--- src/rtl/bpsk_corr_demod.sv ---
// bpsk_corr_demod: coherent BPSK integrate-and-dump demodulator.
// Drives the phase address of an external cosine LUT and multiplies each accepted
// sample by the returned carrier value. It integrates the products over one symbol,
// then hard-decides the sign. The decided bit is handed downstream with valid/ready.
// Optional feature: define BPSK_DIFF_DECODE_EN for differential decoding of bit_out.
// With that macro, bit_out = raw XOR previous raw, which removes the 180-degree ambiguity.
module bpsk_corr_demod #(
    parameter int SAMPLES_PER_SYMBOL = 16,
    parameter int PHASE_BITS         = 9,
    parameter int PHASE_STEP         = 32,
    parameter int LUT_BITS           = 12,
    parameter int SAMPLE_BITS        = 12,
    parameter int ACC_BITS           = 32
) (
    input  logic                   clk,
    input  logic                   rst_n,
    input  logic                   en,
    input  logic [PHASE_BITS-1:0]  phase_offset,
    input  logic                   sample_valid,
    input  logic [SAMPLE_BITS-1:0] sample_in,
    output logic [PHASE_BITS-1:0]  lut_addr,
    input  logic [LUT_BITS-1:0]    lut_data,
    output logic                   bit_valid,
    input  logic                   bit_ready,
    output logic                   bit_out,
    output logic [ACC_BITS-1:0]    metric_out,
    output logic                   overrun,
    output logic                   busy
);

    localparam int PROD_BITS = SAMPLE_BITS + LUT_BITS;
    localparam int CNT_BITS  = $clog2(SAMPLES_PER_SYMBOL);
    localparam logic [CNT_BITS-1:0] LAST_COUNT = CNT_BITS'(SAMPLES_PER_SYMBOL - 1);

    typedef enum logic {
        IDLE      = 1'b0,
        INTEGRATE = 1'b1
    } state_t;

    state_t                     state_reg, state_next;
    logic signed [ACC_BITS-1:0] acc_reg, acc_next;
    logic [CNT_BITS-1:0]        count_reg, count_next;
    logic [PHASE_BITS-1:0]      phase_reg, phase_next;
    logic                       valid_reg, valid_next;
    logic                       bit_reg, bit_next;
    logic [ACC_BITS-1:0]        metric_reg, metric_next;
    logic                       overrun_reg, overrun_next;

    logic signed [PROD_BITS-1:0] product;
    logic signed [ACC_BITS-1:0]  product_ext;
    logic signed [ACC_BITS-1:0]  sum;
    logic                        accept;
    logic                        sym_end;
    logic                        raw_decision;
    logic                        decided_bit;

    // Full-precision signed product, sign-extended into the accumulator width
    assign product     = PROD_BITS'($signed(sample_in)) * PROD_BITS'($signed(lut_data));
    assign product_ext = ACC_BITS'(product);
    assign sum         = acc_reg + product_ext;

    assign accept       = (state_reg == INTEGRATE) && sample_valid;
    assign sym_end      = accept && (count_reg == LAST_COUNT);
    // A zero correlation sum decides 1
    assign raw_decision = ~sum[ACC_BITS-1];

`ifdef BPSK_DIFF_DECODE_EN
    logic prev_raw_reg, prev_raw_next;
    assign decided_bit = raw_decision ^ prev_raw_reg;
`else
    assign decided_bit = raw_decision;
`endif

    // Next-state, integrator and output-handshake logic
    always_comb begin
        state_next   = state_reg;
        acc_next     = acc_reg;
        count_next   = count_reg;
        phase_next   = phase_reg;
        valid_next   = valid_reg;
        bit_next     = bit_reg;
        metric_next  = metric_reg;
        overrun_next = overrun_reg;
`ifdef BPSK_DIFF_DECODE_EN
        prev_raw_next = prev_raw_reg;
`endif

        case (state_reg)
            IDLE: begin
                if (en) begin
                    state_next = INTEGRATE;
                    phase_next = phase_offset;
                    acc_next   = '0;
                    count_next = '0;
                end
            end
            INTEGRATE: begin
                if (sym_end) begin
                    // Phase realigns to the offset at every symbol boundary
                    acc_next   = '0;
                    count_next = '0;
                    phase_next = phase_offset;
                    if (!en) begin
                        state_next = IDLE;
                    end
                end else if (!en) begin
                    // Abort: the partial symbol is thrown away
                    state_next = IDLE;
                    acc_next   = '0;
                    count_next = '0;
                end else if (accept) begin
                    acc_next   = sum;
                    phase_next = phase_reg + PHASE_BITS'(PHASE_STEP);
                    count_next = count_reg + CNT_BITS'(1);
                end
            end
        endcase

        if (sym_end) begin
            // A finished symbol always loads; an unaccepted previous one is lost
            valid_next  = 1'b1;
            metric_next = sum;
            bit_next    = decided_bit;
            if (valid_reg && !bit_ready) begin
                overrun_next = 1'b1;
            end
`ifdef BPSK_DIFF_DECODE_EN
            prev_raw_next = raw_decision;
`endif
        end else if (valid_reg && bit_ready) begin
            valid_next = 1'b0;
        end
    end

    // State register with asynchronous active-low reset
    always_ff @(posedge clk or negedge rst_n) begin
        if (!rst_n) begin
            state_reg   <= IDLE;
            acc_reg     <= '0;
            count_reg   <= '0;
            phase_reg   <= '0;
            valid_reg   <= 1'b0;
            bit_reg     <= 1'b0;
            metric_reg  <= '0;
            overrun_reg <= 1'b0;
`ifdef BPSK_DIFF_DECODE_EN
            prev_raw_reg <= 1'b0;
`endif
        end else begin
            state_reg   <= state_next;
            acc_reg     <= acc_next;
            count_reg   <= count_next;
            phase_reg   <= phase_next;
            valid_reg   <= valid_next;
            bit_reg     <= bit_next;
            metric_reg  <= metric_next;
            overrun_reg <= overrun_next;
`ifdef BPSK_DIFF_DECODE_EN
            prev_raw_reg <= prev_raw_next;
`endif
        end
    end

    assign lut_addr   = phase_reg;
    assign bit_valid  = valid_reg;
    assign bit_out    = bit_reg;
    assign metric_out = metric_reg;
    assign overrun    = overrun_reg;
    assign busy       = (state_reg == INTEGRATE);

endmodule

--- config.mk ---
export PLATFORM = sky130hd
export DESIGN_NAME = bpsk_corr_demod
export DESIGN_NICKNAME = d
export VERILOG_FILES = /design/src/rtl/bpsk_corr_demod.sv
export SDC_FILE = /design/constraint.sdc
export NUM_CORES = 1
export LEC_CHECK = 0
export ABC_AREA = 1
export ABC_CLOCK_PERIOD_IN_PS = 5150
export BUFFER_PORTS_ARGS = -buffer_cell sky130_fd_sc_hd__buf_2
export CORE_AREA = 2 2 105 209
export CTS_CLUSTER_SIZE = 20
export DETAILED_ROUTE_END_ITERATION = 8
export DIE_AREA = 0 0 107 211
export GPL_TIMING_DRIVEN = 0
export HOLD_SLACK_MARGIN = 0.03
export PLACE_DENSITY = 0.76
export REMOVE_ABC_BUFFERS = 1
export SYNTH_ARGS = -nofsm -noshare
export SYNTH_HDL_FRONTEND = slang
export SYNTH_SLANG_ARGS = --single-unit
--- constraint.sdc ---
create_clock -name clk -period 5.15 [get_ports clk]
set_clock_uncertainty 0.15 [all_clocks]
set_input_delay 0.515 -clock clk [delete_from_list [all_inputs] [get_ports clk]]
set_output_delay 0.515 -clock clk [all_outputs]
set_load 0.005 [all_outputs]
Word level (Yosys, flattened, before mapping):

Index checks and enable logic that the tools add are counted.

* output and inout port bits: 45
* input bits: 38
* flip-flop bits (word level): 81
* logic and storage cells: 46

* muxes and demuxes: 18
* add/subtract/negate cells: 3
* bitwise operators: 2
* eq/ne operators: 5
* multipliers: 1
* reductions and logical operators: 9

Operator list (number)
* $mux 32: 4
* $pmux 32 s2: 1
* $mux 9: 4
* $add 32x24->32: 1
* $mul 12x12->24: 1
* $pmux 9 s2: 1
* $mux 4: 4
* $add 9x6->9 const B: 1
* $pmux 4 s2: 1
* $add 4x1->4 const B: 1
* $eq 4x4->1 const B: 1
* $logic_and 1x1->1: 4
* $ne 4x2->1 const B: 1
* $reduce_and 2->1: 2
* $mux 1: 3
* $ne 3x1->1 const B: 1
* $ne 3x2->1 const B: 1
* $reduce_and 3->1: 1
* $ne 2x2->1 const B: 1
* $not 1->1: 2
* $reduce_bool 2->1: 1
* $logic_not 1->1: 1

Logic depth before layout (Yosys ltp):

Gate-level depths: netlist of the first run.

* depth after elaboration: 6
* mapped depth: 26
* gate-level depth less buffers: 25

Worst setup path before layout of the first run:

No wires, ideal clock.

* path kind: in2reg
* start point: in sample_in[11]
* end point: reg acc_reg[22]
* stages: 21
* buffers on the path: 1
* setup time: 127 ps
* required time: 4873 ps
* path slack: -613 ps
* arrival: 5486 ps
* cell sequence: clkbuf_1 nand2_1 fa_1 fa_1 inv_1 fa_1 fa_1 inv_1 fa_1 inv_1 ha_1 ha_1 nand2_1 nor2_1 inv_1 nor2_1 nand4_1 nand3_1 nand2_1 nand3_1 o21ai_0

* word-level cells in the longest chain between the ends: 6

RTL lines
* from (decl): RTL line 20 `input logic [SAMPLE_BITS-1:0] sample_in,`
* $mul 12x12->24: RTL line 58 `assign product = PROD_BITS'($signed(sample_in)) * PROD_BITS'($signed(lut_data));`
* $add 32x24->32: RTL line 60 `assign sum = acc_reg + product_ext;`
* $mux 32: RTL line 111 `end else if (accept) begin`
* $mux 32: RTL line 106 `end else if (!en) begin`
* $mux 32: RTL line 98 `if (sym_end) begin`
* $pmux 32 s2: RTL line 88 `case (state_reg)`
* to (signal assigned): RTL line 151 `acc_reg <= acc_next;`
* to (decl): RTL line 41 `logic signed [ACC_BITS-1:0] acc_reg, acc_next;`

Every way passes these cells. The select of a mux whose other input is x is not followed.
A chain may end at the register's enable or synchronous reset.

Worst setup path after layout of the first run:

* start point: in lut_data[11]
* end point: reg acc_reg[30]

* word-level cells in the longest chain between the ends: 6

RTL lines
* from (decl): RTL line 22 `input logic [LUT_BITS-1:0] lut_data,`
* $mul 12x12->24: RTL line 58
* $add 32x24->32: RTL line 60
* $mux 32: RTL line 111
* $mux 32: RTL line 106
* $mux 32: RTL line 98
* $pmux 32 s2: RTL line 88

Every way passes these cells. The select of a mux whose other input is x is not followed.

==> results of run 1 <==
final timing paths:
kind	start	end	depth (start not counted)
setup / recovery	lut_data[11]	acc_reg[30]	21
hold / removal	en	busy	1
setup reg to reg	acc_reg[21]	acc_reg[22]	18
hold reg to reg	metric_out[19]	metric_out[19]	2
max in group asynchronous	rst_n	acc_reg[16]	3
min in group asynchronous	rst_n	lut_addr[8]	2
cell usage in the layout, fill, tap and decap left out, drive strengths merged:
cell type,synthesis,routed
a21o,2,2
a21oi,21,21
a22o,6,6
a31oi,1,1
a32oi,1,1
and2,2,2
buf,11,120
bufinv,0,1
clkbuf,26,13
clkinv,0,3
clkinvlp,0,1
dfrtp,81,81
dlygate4sd3,0,1
fa,195,195
ha,85,85
inv,356,358
mux2,5,5
mux2i,1,1
nand2,421,421
nand3,65,65
nand3b,4,4
nand4,11,11
nor2,54,54
nor3,5,5
o211ai,2,2
o21a,1,1
o21ai,31,31
o21bai,3,3
o22ai,2,2
o31ai,2,2
or2,3,3
xnor2,5,5
xor2,9,9
Yosys cell counts, drive strengths merged:
master	number	area share, %
o21bai	3	0.20
a21o	2	0.13
o31ai	2	0.13
o211ai	2	0.13
mux2	5	0.49
a32oi	1	0.077
or2	3	0.16
buf	11	0.60
a31oi	1	0.055
clkbuf	26	0.86
nor3	5	0.22
ha	85	9.3
nor2	54	1.9
xnor2	5	0.38
a22o	6	0.46
nand3	65	3.0
nand4	11	0.60
mux2i	1	0.088
inv	356	12
xor2	9	0.69
o21a	1	0.066
and2	2	0.11
a21oi	21	0.92
dfrtp	81	18
nand2	421	14
o21ai	31	1.5
o22ai	2	0.11
fa	195	34
nand3b	4	0.26
cell type report:
cell class	count	share of cell area [%]
inverter	356	9.59
tap	269	2.41
sequential	81	14.5
clock inverter	7	0.609
clock buffer	9	1.61
multi-input combinational	937	64.3
timing repair buffer	125	7.02
cells by family (layout without fill, tap and decap cells):
group / Yosys count / after routing
xor gates and xnor gates: 14 / 14
muxes: 6 / 6
and+or+nand+nor: 565 / 565
adders and majority gates: 280 / 280
DFF: 81 / 81
buffers and inverters: 393 / 497
AOI/OAI and AO/OA: 72 / 72
metal layers:
metal | routed length (um) | global-route usage (%)
met1 | 10600 | 27.6
met2 | 17700 | 52.9
met5 | 0 | 0
met4 | 2750 | 17.5
met3 | 1270 | 3.27
repair_timing:
action,in CTS,in global routing
hold endpoints to repair,10,0
hold buffers,1,0
pin swaps,18,76
endpoints found under the setup margin,41,43
gates cloned,0,1
resized for setup,108,187
setup buffers,20,20
metrics by stage:
step / TNS (ns) / cell area (um2)
final: -1.42 / 14000
after detailed placement: -50.88 / 12000
after floorplan: -8.00 / 11200
after global placement: -48.79 / 12000
after global routing: -6.22 / 14000
after CTS: -0.0177 / 13000
==> summary.txt, run 1 <==
Status
  • Status: finished, violations left
  • Violated checks: negative setup slack

Synthesis
  • YS warnings: 0
  • Synth Area in Simple Gates: 20.1%
  • Synth Area in Compound Gates: 3.74%
  • Post-synthesis register bit count: 81
  • Netlist Area Pre-Place: 11400 um2
  • Sequential area share after synthesis: 17.8%
  • Yosys cell types: 40
  • Synth Area in Adders: 43.5%
  • Main combinational cell family by area after synthesis: adder cells
  • Cell count after synthesis: ~1400
  • Multiplexer share of the synthesized area: less than 1%
  • Synth Area per Inst: 8.08 um2
  • Synth Area in XOR/XNOR: 1.08%

Die
  • Die Wd: 107 um
  • Die height: about 210 um
  • Initial Util: a little over half
  • CORE AREA: 20900 um2
  • DIE AREA: 22600 um2
  • FP Rows: 75
  • Io pins: 83

Finish
  • Final core occ: roughly 67%
  • Multi-input logic area: 8980 um2
  • Area of all sequential standard cells: 2030 um2
  • Share of cells above drive strength 1: 23.2%
  • Ant diodes: 0
  • FILL cells: 1596
  • Area added between synthesis and finish: 22.5%
  • Post-route insts no fill: between 1500 and 2000
  • Nets: between 1500 and 2000

Global routing
  • Number of antenna violations at the first check in global routing: 0
  • Total GRT Usage: 27.7%
  • Pin count of the biggest net entering global routing: 72
  • First-pass GRT wire length: 48.5 mm
  • Gr ovfl total: 0
  • Number of global-route vias before repair: just over 10000

Timing
  • Hold WS: 0.200 ns
  • Fin crit period: between 5 and 6 ns
  • Max-slew headroom: approximately a tenth
  • Final period util: 102%
  • Final setup vio count: 27
  • RSZ-0062 raised after global routing: yes
  • Slew @ Worst Pin: 1.34 ns
  • Top achievable clock speed: 190 MHz
  • Final WS setup: -0.104 ns
  • Fin. Hold Viols: 0
  • Max-slew violations: 0

Setup path
  • Critical path fanouts, max: 4
  • Crit path top cell by count: fa_1
  • Startpoint Class: primary input
  • Reg2reg setup slack: ~0.41 ns
  • Worst Path Buf+Inv: 4
  • Req. time, crit path: 5.24 ns
  • Worst Setup Path Type: primary input to flip-flop
  • Arr. time, crit path: 5.34 ns
  • Critical Path End Type: flip-flop
  • CP max stage cell: fa_1
  • CP max stage delay: 0.54 ns
  • Crit-path cells: buf_8 -> clkinvlp_4 -> or2_4 -> fa_1 -> fa_1 -> inv_1 -> fa_1 -> fa_1 -> fa_1 -> fa_2 -> ha_4 -> nand2_4 -> nor2_4 -> nand3_2 -> nand3_4 -> buf_4 -> nand3_4 -> nand2_2 -> nand2_2 -> nand3_2 -> nand2_1
  • CP delay by family, top: adder cells

Worst hold path
  • Hold WC Path Type: primary input to flip-flop

Place
  • Placed insts: about 1700
  • Input/output buffers: 82
  • Place WS: -1.49 ns
  • Hpwl dp: 23.3 mm
  • RD Place Congestion: 0.984

Routing
  • Drt drc: 0
  • Total wire length: 32.3 mm
  • DRT antenna net count: 0
  • Initial DRC Count: slightly below 700
  • Via count: around 9800
  • Routed WL per cell: 18.1 um
  • DR vias/cell: roughly 5.5
  • DR pass1 iterations: 7

Clocking
  • Clock Path Buffers: 2
  • Clock transition at path regs: about 0.07 ns
  • H-tree depth: 3
  • TritonCTS clock tree: yes
  • Root Buffer: clkbuf_16
  • CTS buffer count: 9
  • Worst skew pair latency: 0.35 ns
  • Clock sinks: 81

Run
  • Max-Cap Viols: 0
Power of run 1 is not shown: default switching activity piles up to over one toggle a cycle in this logic, so the estimate is an artifact.
==> inputs of run 2 (changes only) <==
Settings changed: CTS_BUF_LIST set to sky130_fd_sc_hd__clkbuf_8 sky130_fd_sc_hd__clkbuf_16, SETUP_SLACK_MARGIN set to 0.3.
==> summary.txt, run 2 (synthesis gave the netlist of run 1 again) <==
Clocking
  • CTS buffer count: 9 (unchanged)
  • Clock transition at path regs: 0.07 ns (about the same)
  • Clock Path Buffers: 2 (unchanged)
  • H-tree depth: 3 (unchanged)
  • TritonCTS clock tree: yes (unchanged)
  • Worst skew pair latency: 0.35 ns (about the same)
  • Clock sinks: 81 (unchanged)
  • Root Buffer: clkbuf_16 (unchanged)

Die
  • Die Wd: 107 um (unchanged)
  • FP Rows: 75 (unchanged)
  • CORE AREA: 20900 um2 (unchanged)
  • DIE AREA: 22600 um2 (unchanged)
  • Io pins: 83 (unchanged)
  • Initial Util: 54.5% (unchanged)
  • Die height: 211 um (unchanged)

Routing
  • Total wire length: 30.7 mm (was 32.3 mm)
  • Drt drc: 0 (unchanged)
  • Initial DRC Count: 553 (was 679)
  • DR pass1 iterations: 7 (unchanged)
  • DRT antenna net count: 0 (unchanged)
  • DR vias/cell: 5.38 (was 5.48)
  • Routed WL per cell: 17.2 um (was 18.1 um)
  • Via count: 9579 (was 9782)

Timing
  • Final setup vio count: 13 (was 27)
  • Final period util: 102% (about the same)
  • RSZ-0062 raised after global routing: yes (unchanged)
  • Top achievable clock speed: 189 MHz (was 190 MHz)
  • Slew @ Worst Pin: 1.06 ns (was 1.34 ns)
  • Max-slew headroom: 29.1% (was 10.4%)
  • Final WS setup: -0.127 ns (was -0.104 ns)
  • Fin. Hold Viols: 0 (unchanged)
  • Max-slew violations: 0 (unchanged)
  • Fin crit period: 5.28 ns (was 5.25 ns)

Setup path
  • Critical Path End Type: flip-flop (unchanged)
  • Critical path fanouts, max: 12 (was 4)
  • Startpoint Class: primary input (unchanged)
  • Req. time, crit path: 5.18 ns (was 5.24 ns)
  • Arr. time, crit path: 5.31 ns (was 5.34 ns)
  • Worst Setup Path Type: primary input to flip-flop (unchanged)

Global routing
  • Number of antenna violations at the first check in global routing: 0 (unchanged)
  • Pin count of the biggest net entering global routing: 72 (unchanged)
  • Total GRT Usage: 27.8% (was 27.7%)
  • First-pass GRT wire length: 48.8 mm (was 48.5 mm)
  • Gr ovfl total: 0 (unchanged)
  • Number of global-route vias before repair: 10286 (was 10137)

Place
  • RD Place Congestion: 0.984 (unchanged)
  • Hpwl dp: 23.3 mm (unchanged)
  • Placed insts: 1726 (unchanged)
  • Input/output buffers: 82 (unchanged)

Worst hold path
  • Hold WC Path Type: primary input to flip-flop (unchanged)

Finish
  • Nets: 1824 (was 1828)
  • Share of cells above drive strength 1: 23.0% (was 23.2%)
  • Ant diodes: 0 (unchanged)
  • Area added between synthesis and finish: 23.0% (was 22.5%)
  • Post-route insts no fill: 1780 (was 1784)
  • Most common cell after layout, fill and taps aside: nand2_1 (unchanged)
  • Commonest non-fill, non-tap cells in the layout: nand2_1 (361), inv_1 (345), fa_1 (187) (was nand2_1 (359), inv_1 (340), fa_1 (186))

Run
  • Max-Cap Viols: 0 (unchanged)

Status
  • Violated checks: negative setup slack (unchanged)
  • Status: finished, violations left (unchanged)
==> run 2: cell types whose count changed in the layout (fill, tap and decap cells not counted), moves of 3 or more <==
cell,change
inv_1,+5
buf_6,+5
nand2_2,-5
nor2_1,-3
nor2_2,+3
inv_2,-5
nand2_4,+3
buf_4,-9
==> run 2: worst max-delay path, stage by stage <==
cell	delay (ns)
buf_2	0.21
or2_4	0.28
fa_1	0.47
fa_1	0.49
inv_1	0.05
fa_1	0.53
fa_1	0.46
fa_1	0.54
fa_2	0.47
ha_4	0.33
nand2_4	0.09
nor2_4	0.15
nand2_2	0.10
nand2_1	0.07
nand2_1	0.06
nand3_1	0.09
nand2_1	0.11
nand3_1	0.17
o21ai_0	0.12
==> run 2: final timing paths <==
kind / slack (ns) / to / start / depth (start not counted)
max: -0.13 / acc_reg[22] / sample_in[0] / 19
min: 0.20 / busy / en / 1
max reg2reg: 0.40 / acc_reg[22] / acc_reg[21] / 19
min reg2reg: 0.32 / metric_out[4] / metric_out[4] / 2
max in group asynchronous: 3.84 / acc_reg[16] / rst_n / 3
min in group asynchronous: 0.42 / lut_addr[8] / rst_n / 2
==> run 2: layout make-up <==
type                    count  area [um2]
clock inverters             7        85.1
flip-flops and latches     81        2030
clock buffers               9         225
repair buffers            121         977
multi-input cells         937        9040
well taps                 269         337
fillers                  1575        6900
inverters                 356        1340
==> run 2: stage by stage <==
step / instance area, um2 / setup WS, ns / hold WS (ns) / TNS [ns] / util [%]
after CTS: 13400 / -0.0443 / 0.200 / -0.202 / 63.9
after global placement: 12000 / -1.45 / 0.301 / -48.79 / 57.3
after global routing: 14000 / -0.273 / 0.207 / -4.98 / 67.0
after floorplan: 11200 / -0.314 / 0.0694 / -8.00 / -
final: 14000 / -0.127 / 0.202 / -0.508 / 67.0
after detailed placement: 12000 / -1.49 / 0.222 / -50.88 / 57.4
==> run 2: layer usage <==
metal | track usage [%] | part of all wire, % | vias up
met4 | 16.8 | 7.3 | 0
met5 | 0 | 0 | -
met1 | 27.4 | 33 | 4735
li1 | - | - | 4328
met2 | 54.1 | 57 | 355
met3 | 2.62 | 3.4 | 161
==> run 2: timing repair <==
item | in CTS | in global routing
resized for setup | 181 | 125
buffers inserted | 28 | 8
hold endpoints to repair | 10 | 0
hold buffers | 1 | 0
setup endpoints to repair | 49 | 49
pin swaps | 59 | 56
Power of run 2 is left out for the same reason.
